--- config.mk ---
export PLATFORM = sky130hd
export DESIGN_NAME = seq_unsigned_divider
export DESIGN_NICKNAME = d
export VERILOG_FILES = /design/src/rtl/div_pkg.sv /design/src/rtl/div_trial_sub.sv /design/src/rtl/seq_unsigned_divider.sv
export SDC_FILE = /design/constraint.sdc
export NUM_CORES = 1
export LEC_CHECK = 0
export CORE_AREA = 10 10 82 113
export CTS_CLUSTER_DIAMETER = 80
export DETAILED_ROUTE_END_ITERATION = 7
export DIE_AREA = 0 0 92 123
export GPL_TIMING_DRIVEN = 0
export HOLD_SLACK_MARGIN = 0.12
export PLACE_DENSITY_LB_ADDON = 0.05
export SYNTH_ARGS = -nofsm -noshare
export SYNTH_HDL_FRONTEND = slang
export SYNTH_HIERARCHICAL = 1
export SYNTH_SLANG_ARGS = --single-unit
--- constraint.sdc ---
create_clock -name clk -period 2.1 [get_ports clk]
set_input_delay 0.42 -clock clk [delete_from_list [all_inputs] [get_ports clk]]
set_output_delay 0.42 -clock clk [all_outputs]
set_load 0.02 [all_outputs]
--- src/rtl/div_pkg.sv ---
// Shared FSM encoding and default operand width for the sequential unsigned divider.
package div_pkg;

    localparam int DIV_WIDTH_DEFAULT = 8;

    typedef enum logic [1:0] {
        ST_IDLE = 2'd0,
        ST_CALC = 2'd1,
        ST_DONE = 2'd2
    } div_state_t;

endpackage

--- src/rtl/div_trial_sub.sv ---
// Combinational trial subtraction for one restoring-division step.
module div_trial_sub #(
    parameter int W = 9
) (
    input  logic [W-1:0] minuend,
    input  logic [W-1:0] subtrahend,
    output logic [W-1:0] diff,
    output logic         non_neg
);

    logic borrow;

    assign {borrow, diff} = {1'b0, minuend} - {1'b0, subtrahend};
    assign non_neg        = ~borrow;

endmodule

--- src/rtl/seq_unsigned_divider.sv ---
// Sequential restoring divider: one quotient bit per clock, MSB first.
//   state   | meaning
//   IDLE    | ready for a new operation, results held
//   CALC    | iterating, one quotient bit per edge
//   DONE    | one-cycle done pulse, results valid
module seq_unsigned_divider
    import div_pkg::*;
#(
    parameter int WIDTH = DIV_WIDTH_DEFAULT
) (
    input  logic             clk,
    input  logic             rst_n,
    input  logic             start,
    input  logic [WIDTH-1:0] dividend,
    input  logic [WIDTH-1:0] divisor,
    output logic             ready,
    output logic             done,
    output logic [WIDTH-1:0] quotient,
    output logic [WIDTH-1:0] remainder,
    output logic             div_by_zero
);

    localparam int CW = $clog2(WIDTH);

    div_state_t       state;
    div_state_t       state_next;
    logic [CW-1:0]    cnt;
    logic [WIDTH-1:0] dvs_q;
    logic [WIDTH-1:0] acc_q;
    logic [WIDTH-1:0] rem_q;
    logic             accept;
    logic [WIDTH:0]   shifted;
    logic [WIDTH:0]   diff;
    logic             non_neg;
    logic [WIDTH-1:0] rem_next;
    logic [WIDTH-1:0] acc_next;

    assign accept  = start && (state == ST_IDLE);
    assign shifted = {rem_q, acc_q[WIDTH-1]};

    div_trial_sub #(
        .W (WIDTH + 1)
    ) u_trial_sub (
        .minuend    (shifted),
        .subtrahend ({1'b0, dvs_q}),
        .diff       (diff),
        .non_neg    (non_neg)
    );

    // Partial remainder stays below the divisor, so the difference MSB is zero whenever it is kept.
    wire unused_diff_msb = diff[WIDTH];

    assign rem_next = non_neg ? diff[WIDTH-1:0] : shifted[WIDTH-1:0];
    assign acc_next = {acc_q[WIDTH-2:0], non_neg};

    always_ff @(posedge clk) begin
        if (!rst_n) begin
            state <= ST_IDLE;
        end else begin
            state <= state_next;
        end
    end

    always_comb begin
        state_next = state;
        ready      = 1'b0;
        done       = 1'b0;
        case (state)
            ST_IDLE: begin
                ready = 1'b1;
                if (start) begin
                    state_next = (divisor == '0) ? ST_DONE : ST_CALC;
                end
            end
            ST_CALC: begin
                if (cnt == '0) begin
                    state_next = ST_DONE;
                end
            end
            ST_DONE: begin
                done       = 1'b1;
                state_next = ST_IDLE;
            end
            default: begin
                state_next = ST_IDLE;
            end
        endcase
    end

    // Dividend register doubles as the quotient shift register; results latch on the last iteration.
    always_ff @(posedge clk) begin
        if (!rst_n) begin
            cnt         <= '0;
            dvs_q       <= '0;
            acc_q       <= '0;
            rem_q       <= '0;
            quotient    <= '0;
            remainder   <= '0;
            div_by_zero <= 1'b0;
        end else if (accept) begin
            dvs_q <= divisor;
            acc_q <= dividend;
            rem_q <= '0;
            cnt   <= CW'(WIDTH - 1);
            if (divisor == '0) begin
                quotient    <= '1;
                remainder   <= dividend;
                div_by_zero <= 1'b1;
            end
        end else if (state == ST_CALC) begin
            acc_q <= acc_next;
            rem_q <= rem_next;
            cnt   <= cnt - CW'(1);
            if (cnt == '0) begin
                quotient    <= acc_next;
                remainder   <= rem_next;
                div_by_zero <= 1'b0;
            end
        end
    end

endmodule

## Word-level counts from Yosys, hierarchy flattened

Cells that the tools add are included.

- Bits in registers: 46
- Latch bits: 0
- Memory bits (writable): 0
- Memory bits (read-only): 0
- Input bits: 19
- Output and inout port bits: 19
- Word-level logic and storage cells: 49
- Memories kept: 0

- $add $sub $neg: 2
- $mul: 0
- Divide/modulo/power cells: 0
- $lt $le $gt $ge: 0
- Equal/unequal tests: 5
- Shift-type cells: 0
- Muxes and demuxes: 23
- Bitwise logic cells: 2
- Reductions and logical operators: 9

Operators by type and width:

| kind | number |
|---|---|
| $mux 8 | 11 |
| $sub 9x8->10 | 1 |
| $logic_not 8->1 | 1 |
| $mux 1 | 6 |
| $mux 2 | 3 |
| $mux 3 | 2 |
| $ne 2x2->1 const B | 2 |
| $pmux 2 s2 | 1 |
| $reduce_bool 2->1 | 2 |
| $logic_not 3->1 | 1 |
| $reduce_and 3->1 | 1 |
| $sub 3x1->3 const B | 1 |
| $eq 2x1->1 const B | 1 |
| $eq 2x2->1 const B | 1 |
| $logic_not 2->1 | 1 |
| $ne 2x1->1 const B | 1 |
| $not 1->1 | 2 |
| $reduce_and 2->1 | 1 |
| $reduce_or 2->1 | 1 |
| $logic_and 1x1->1 | 1 |

## Logic depth before layout (Yosys ltp)

Gate-level depths: netlist of the first run.

- Depth after elaboration: 5
- Mapped depth: 12
- Gate-level depth less buffers: 12

## Hierarchy

The synthesis of the first run kept the hierarchy.

Modules (own cells, without submodules):

| module | times used | cells each | area each (um2) | seq. area each (um2) |
|---|---|---|---|---|
| seq_unsigned_divider | 1 | 213 | 2001.9 | 920.9 |
| div_trial_sub | 1 | 52 | 382.9 | 0.0 |

## Worst setup path after synthesis of the first run

OpenSTA, ideal clock, no wires.

- Kind: register -> register
- From: register acc_q[7]
- To: register remainder[6]
- Setup time: 0.072 ns
- Arrival time: 2.025 ns
- Data required time: 2.028 ns
- Path slack: 0.003 ns
- Stages on the path, launching flop included: 13
- Path buffers: 0
- Clock period less this slack: 2.097 ns
- Cells stage by stage: dfxtp_1 inv_1 ha_1 inv_1 fa_1 a21oi_1 o21ai_1 and2_4 nor2_1 xnor2_1 mux2i_1 a211o_1 mux2i_1

- Word-level cells in the longest chain between the ends: 5

Ends and longest elaborated chain:

| element | line | source |
|---|---|---|
| from (decl) | seq_unsigned_divider.sv:29 | `logic [WIDTH-1:0] acc_q;` |
| from (signal assigned) | seq_unsigned_divider.sv:102 | `acc_q <= dividend;` |
| from (signal assigned) | seq_unsigned_divider.sv:111 | `acc_q <= acc_next;` |
| $sub 9x8->10 | div_trial_sub.sv:13 | `assign {borrow, diff} = {1'b0, minuend} - {1'b0, subtrahend};` |
| named net diff[6] | seq_unsigned_divider.sv:33 | `logic [WIDTH:0] diff;` |
| $mux 8 | seq_unsigned_divider.sv:53 | `assign rem_next = non_neg ? diff[WIDTH-1:0] : shifted[WIDTH-1:0];` |
| $mux 8 | seq_unsigned_divider.sv:114 | `if (cnt == '0) begin` |
| $mux 8 | seq_unsigned_divider.sv:110 | `end else if (state == ST_CALC) begin` |
| $mux 8 | seq_unsigned_divider.sv:100 | `end else if (accept) begin` |
| to (signal assigned) | seq_unsigned_divider.sv:107 | `remainder <= dividend;` |
| to (signal assigned) | seq_unsigned_divider.sv:116 | `remainder <= rem_next;` |
| to (decl) | seq_unsigned_divider.sv:19 | `output logic [WIDTH-1:0] remainder,` |

The timed path passes the listed nets, and every way through them passes these cells. The select of a mux whose other input is x is not followed.
A chain may end at the register's enable or synchronous reset.

## Worst setup path after layout of the first run

- From: register dvs_q[1]
- To: register remainder[7]

- Word-level cells in the longest chain between the ends: 5

Ends and longest elaborated chain:

| element | line | source |
|---|---|---|
| from (decl) | seq_unsigned_divider.sv:28 | `logic [WIDTH-1:0] dvs_q;` |
| from (signal assigned) | seq_unsigned_divider.sv:101 | `dvs_q <= divisor;` |
| $sub 9x8->10 | div_trial_sub.sv:13 |  |
| $mux 8 | seq_unsigned_divider.sv:53 |  |
| $mux 8 | seq_unsigned_divider.sv:114 |  |
| $mux 8 | seq_unsigned_divider.sv:110 |  |
| $mux 8 | seq_unsigned_divider.sv:100 |  |

No other way between the ends. The select of a mux whose other input is x is not followed.

==> results of run 1 <==
==> per-stage QoR <==
stage | total power, mW | utilization (%)
2_1_floorplan | 1.49 | -
3_3_place_gp | 1.73 | 39.2
3_5_place_dp | 1.73 | 39.2
4_1_cts | 2.55 | 42.9
5_1_grt | 2.75 | 44.4
6_report | 2.62 | 44.4
==> layer usage <==
metal / track usage [%] / share of wire [%]
met1: 14.0 / 42
met2: 24.0 / 53
met3: 2.61 / 2.5
met4: 4.84 / 2.2
met5: 0 / 0
==> layout by cell type, fill, tap and decap left out, drive strengths merged, types with 2 or more instances in the layout <==
cell type and count:
a21oi 22, nor3 5, mux2i 15, a32oi 2, ha 11, a22oi 8, o21ai 3, a21o 2
dfxtp 46, nor2b 3, o221a 8, buf 18, nand2 36, or4 2, a211oi 10, nor4 2
clkdlybuf4s50 35, xnor2 4, xor2 2, a211o 7, o21bai 2, nor2 14, nor4b 7, clkbuf 19
inv 17
==> cell type report <==
type | instances | area (um2)
timing repair buffer | 50 | 489
sequential | 46 | 928
buffer | 18 | 105
tap | 97 | 121
clock buffer | 6 | 82.6
fill | 761 | 4010
multi-input combinational | 179 | 1390
clock inverter | 1 | 30.0
inverter | 17 | 63.8
==> worst reg2reg max path, cell delays in order, from the launching register on <==
cell,delay (ns)
dfxtp_2,0.33
inv_2,0.08
ha_4,0.20
a21o_1,0.15
a21o_1,0.19
a21oi_2,0.21
o21ai_2,0.10
buf_6,0.15
mux2_4,0.31
o211ai_1,0.23
mux2i_1,0.10
==> power groups by stage <==
stage	sequential, mW	combinational (mW)	clock [mW]
floorplan	1.03	0.462	0
global placement	1.01	0.716	0
detailed placement	1.01	0.716	0
CTS	0.992	0.837	0.720
global route	1.00	0.999	0.748
finish	0.994	0.923	0.699
==> how the worst min path moves through the flow <==
stage	end	slack, ns	cells past startpoint
3_3_place_gp	dvs_q[3]	0.44	2
3_5_place_dp	dvs_q[4]	0.45	2
6_report	dvs_q[3]	0.46	2
5_1_grt	dvs_q[6]	0.49	2
2_1_floorplan	dvs_q[1]	0.44	2
4_1_cts	dvs_q[4]	0.46	2
==> sequential cells by signal (all words and copies together) (netlist names) <==
signal and cells:
state 2, acc_q 8, rem_q 8, div_by_zero 1, cnt 3, quotient 8
dvs_q 8, remainder 8
==> what timing repair did <==
item,CTS,global route
cloned,1,0
setup buffers,9,3
pin swaps,15,13
resized for setup,27,17
endpoints found under the setup margin,27,10
==> flow_summary.ini, run 1 <==
[run_status]
status = finished, violations left
violations = setup timing

[timing]
setup_tns_ns = -0.149
fin_ws_ns = -0.0590
finClkSkew_ns = 0.00797
fin_crit_sh_pct = 103
hold_viol = 0
max_freq_ghz = 0.463
rsz0062_at_grt = true
timing.hold.ws_ns = 0.460
min_period_ns = 2.16
maxSlewHeadroom_pct = 45.6
setup-violations-final = 5
slew_viol_final = 0
worstMarginPinSlew_ns = 0.808

[drt]
vias = 2088
vias_per_cell = 5.04
firstDrtPassIters = 4
wl_per_cell_um = 17.5
ant_nets = 0
drc_errors = 0
wl_um = 7240
first_iter_violations = 56

[clock_tree]
cts_tree = yes
clockBufferDepth = 2
insertion_delay_ns = 0.31
clock_sinks = 46
cts_hold_buf = 0
clockRootBuffer = clkbuf_8
h-tree-depth = 2
cts_buffers = 5
path_clk_slew_ns = 0.09

[cells_and_area]
area_growth_pct = 37.4
num-nets-final = 348
drive_gt1_share_pct = 20.8
final_area_um2 = 3210
instances_no_fill = 414
diodes = 0

[power]
power_frac_clock_pct = 26.7
power.switching_mw = 0.827
p_int_mw = 1.79
seqPwrFrac_pct = 38.0
swShare_pct = 31.6
power_density_nw_per_um2 = 815
irDropWorstVdd_mv = 0.380
pwr-share-comb_pct = 35.3
power.leakage_nw = 1.23

[die]
initial_core_util_pct = 32.3
die_w_um = 92
rows = 37
ioPinCount = 38
die_y_um = 123
dieArea_um2 = 11300
core_area_um2 = 7220

[global_route]
grt_usage_pct = 12.9
grt-ovfl-total = 0
grt_max_degree = 14
grt_pass1_vias = 2161
antenna_found_initial = 0
grt_first_pass_wirelength_um = 11600

[yosys]
syn_area_um2 = 2340
syn_inst = 260
synth_nets = 291
synth_warnings = 6
postSynthAreaPerCell_um2 = 8.98

[critical_path]
cp_slowest_stage_delay_ns = 0.33
path_delay_family = compound AO/OA/AOI/OAI gates
critPathArrivalTime_ns = 2.35
worstSetupPathType = flip-flop to flip-flop
r2r_start = dvs_q[1]
crit_path_end_kind = flip-flop
crit_fanout = 5
rrSetupSlack_ns = -0.06
critPathBufInv = 2
reg2reg_to = remainder[7]
crit_path_start_kind = flip-flop
reg2regPathDepth = 10
startpoint = dvs_q[1]
cp_common_cell = a21o_1
crit_required_ns = 2.29
cp_slowest_cell = dfxtp_2
crit_chain = inv_2 -> ha_4 -> a21o_1 -> a21o_1 -> a21oi_2 -> o21ai_2 -> buf_6 -> mux2_4 -> o211ai_1 -> mux2i_1
cp.depth = 10
endpoint = remainder[7]

[placed_design]
dp_slack_ns = -0.409
gp_congestion = 0.789
placed_cells_incl_taps = 394
dp_hpwl_um = 5330
postPlaceCellArea_um2 = 2830
portBuffers = 37

[min_path]
worstHoldPathType = flip-flop to flip-flop
hp-start = dvs_q[3]

[flow_run]
maxCapViolCount = 0
Power figures use the tool's default switching activity.
==> run 2, diff against run 1 <==
--- a/config.mk
+++ b/config.mk
@@ -5,10 +5,10 @@
 export SDC_FILE = /design/constraint.sdc
 export NUM_CORES = 1
 export LEC_CHECK = 0
-export CORE_AREA = 10 10 82 113
+export CORE_AREA = 2 2 74 105
 export CTS_CLUSTER_DIAMETER = 80
 export DETAILED_ROUTE_END_ITERATION = 7
-export DIE_AREA = 0 0 92 123
+export DIE_AREA = 0 0 76 107
 export GPL_TIMING_DRIVEN = 0
 export HOLD_SLACK_MARGIN = 0.12
 export PLACE_DENSITY_LB_ADDON = 0.05
==> run 2 against run 1 <==
Compared with the run above:
- the run still ends with setup timing left
- clock-buffer cell count did not move
- sequential power about the same
- wire length decreased by 6.9%
- first-iteration DRC count rose by 79%
- sequential share of layout area shrank 0.11 points
- worst setup slack got worse by 0.0049 ns
- largest cell class unchanged
==> flow_summary.ini, run 2 (same netlist as run 1, synthesis figures left out) <==
[critical_path]
worstSetupPathType = flip-flop to flip-flop
crit_chain = ha_4 -> a21o_1 -> a21o_1 -> a21oi_2 -> o21ai_1 -> buf_4 -> mux2_4 -> o211ai_1 -> mux2i_1
crit_required_ns = 2.29
cp_slowest_cell = dfxtp_4
crit_path_start_kind = flip-flop
crit_fanout = 5
critPathBufInv = 1
crit_path_end_kind = flip-flop
cp_common_cell = a21o_1
reg2reg_to = remainder[7]
r2r_start = rem_q[0]
reg2regPathDepth = 9
critPathArrivalTime_ns = 2.35
path_delay_family = compound AO/OA/AOI/OAI gates
cp_slowest_stage_delay_ns = 0.37
rrSetupSlack_ns = -0.06

[timing]
setup-violations-final = 3
max_freq_ghz = 0.462
setup_tns_ns = -0.126
finClkSkew_ns = 0.00714
hold_viol = 0
timing.hold.ws_ns = 0.458
slew_viol_final = 0
fin_ws_ns = -0.0640
min_period_ns = 2.16
rsz0062_at_grt = true
worstMarginPinSlew_ns = 0.763
fin_crit_sh_pct = 103
maxSlewHeadroom_pct = 48.7

[power]
irDropWorstVdd_mv = 0.383
power.leakage_nw = 1.23
power_density_nw_per_um2 = 841
power_mw = 2.71

[placed_design]
dp_hpwl_um = 4950
placed_cells_incl_taps = 394
dp_slack_ns = -0.338
gp_congestion = 0.797
postPlaceCellArea_um2 = 2830
portBuffers = 37

[die]
core_area_um2 = 7180
rows = 37
die_w_um = 76
ioPinCount = 38
die_y_um = 107
dieArea_um2 = 8130
initial_core_util_pct = 32.6

[clock_tree]
insertion_delay_ns = 0.30
clockRootBuffer = clkbuf_8
h-tree-depth = 2
clock_sinks = 46
clockBufferDepth = 2
cts_buffers = 5
path_clk_slew_ns = 0.09
cts_tree = yes

[run_status]
status = finished, violations left
violations = setup timing

[drt]
drc_errors = 0
wl_per_cell_um = 16.3
wl_um = 6750
first_iter_violations = 100
ant_nets = 0
vias_per_cell = 5.00
vias = 2070
firstDrtPassIters = 4

[cells_and_area]
final_area_um2 = 3230
diodes = 0
instances_no_fill = 414
num-nets-final = 347
final_common_cell = dfxtp_1
drive_gt1_share_pct = 21.5
area_growth_pct = 38.1
mostFrequentLayoutCells = dfxtp_1 (41), nand2_1 (35), clkdlybuf4s50_1 (35), a21oi_1 (19), mux2i_1 (14)
finalCoreUtilization_pct = 45.0

[min_path]
hp-start = dvs_q[4]
whs_path_depth = 2
worstHoldPathType = flip-flop to flip-flop
holdPathEnd = dvs_q[4]

[global_route]
grt-ovfl-total = 0
grt_max_degree = 15
grt_pass1_vias = 2042
antenna_found_initial = 0
grt_first_pass_wirelength_um = 10600
grt_usage_pct = 16.7

[flow_run]
maxCapViolCount = 0
==> run 2: layer usage <==
layer | part of all wire (%) | vias up | global-route usage (%)
li1 | - | 1044 | -
met1 | 44 | 987 | 19.2
met2 | 53 | 33 | 31.3
met3 | 2.3 | 6 | 2.78
met4 | 1.2 | 0 | 5.45
met5 | 0 | - | 0
==> run 2: power breakdown <==
group	internal (mW)	switching [mW]	leakage, nW	total, mW
registers	0.944	0.0510	0.378	0.995
clock network	0.508	0.321	0.0714	0.829
logic	0.438	0.450	0.776	0.889
total	1.89	0.822	1.23	2.71
==> run 2: worst reg2reg max path, delay by kind of cell (launching register included) <==
kind                       cells  cell delay, ns
adders and majority gates      1            0.23
buffers and inverters          1            0.17
AOI/OAI and AO/OA              5            0.87
DFF                            1            0.37
muxes                          2            0.41
==> run 2: layout make-up <==
type | instances | area, um2
Inverter | 17 | 63.8
Buffer | 18 | 98.8
Clock buffer | 6 | 82.6
Timing Repair Buffer | 49 | 455
Fill cell | 745 | 3950
Clock inverter | 2 | 60.1
Sequential cell | 46 | 930
Tap cell | 97 | 121
Multi-Input combinational cell | 179 | 1410
==> run 2: repair_timing <==
action                     4_1_cts  5_1_grt
hold buffers                     0        0
pin swaps                        9       14
buffers inserted                 6        5
gates cloned                     1        0
gates resized for setup         23       19
setup endpoints to repair       27       11
==> run 2: worst max-delay path by stage <==
stage	startpoint	end	slack, ns	depth (start not counted)
after floorplan	acc_q[7]	remainder[6]	0.02	12
after global placement	acc_q[7]	remainder[7]	-0.33	11
after detailed placement	acc_q[7]	remainder[7]	-0.34	11
after CTS	acc_q[7]	remainder[6]	-0.1	12
after global routing	dvs_q[4]	remainder[7]	-0.15	10
final	rem_q[0]	remainder[7]	-0.06	9
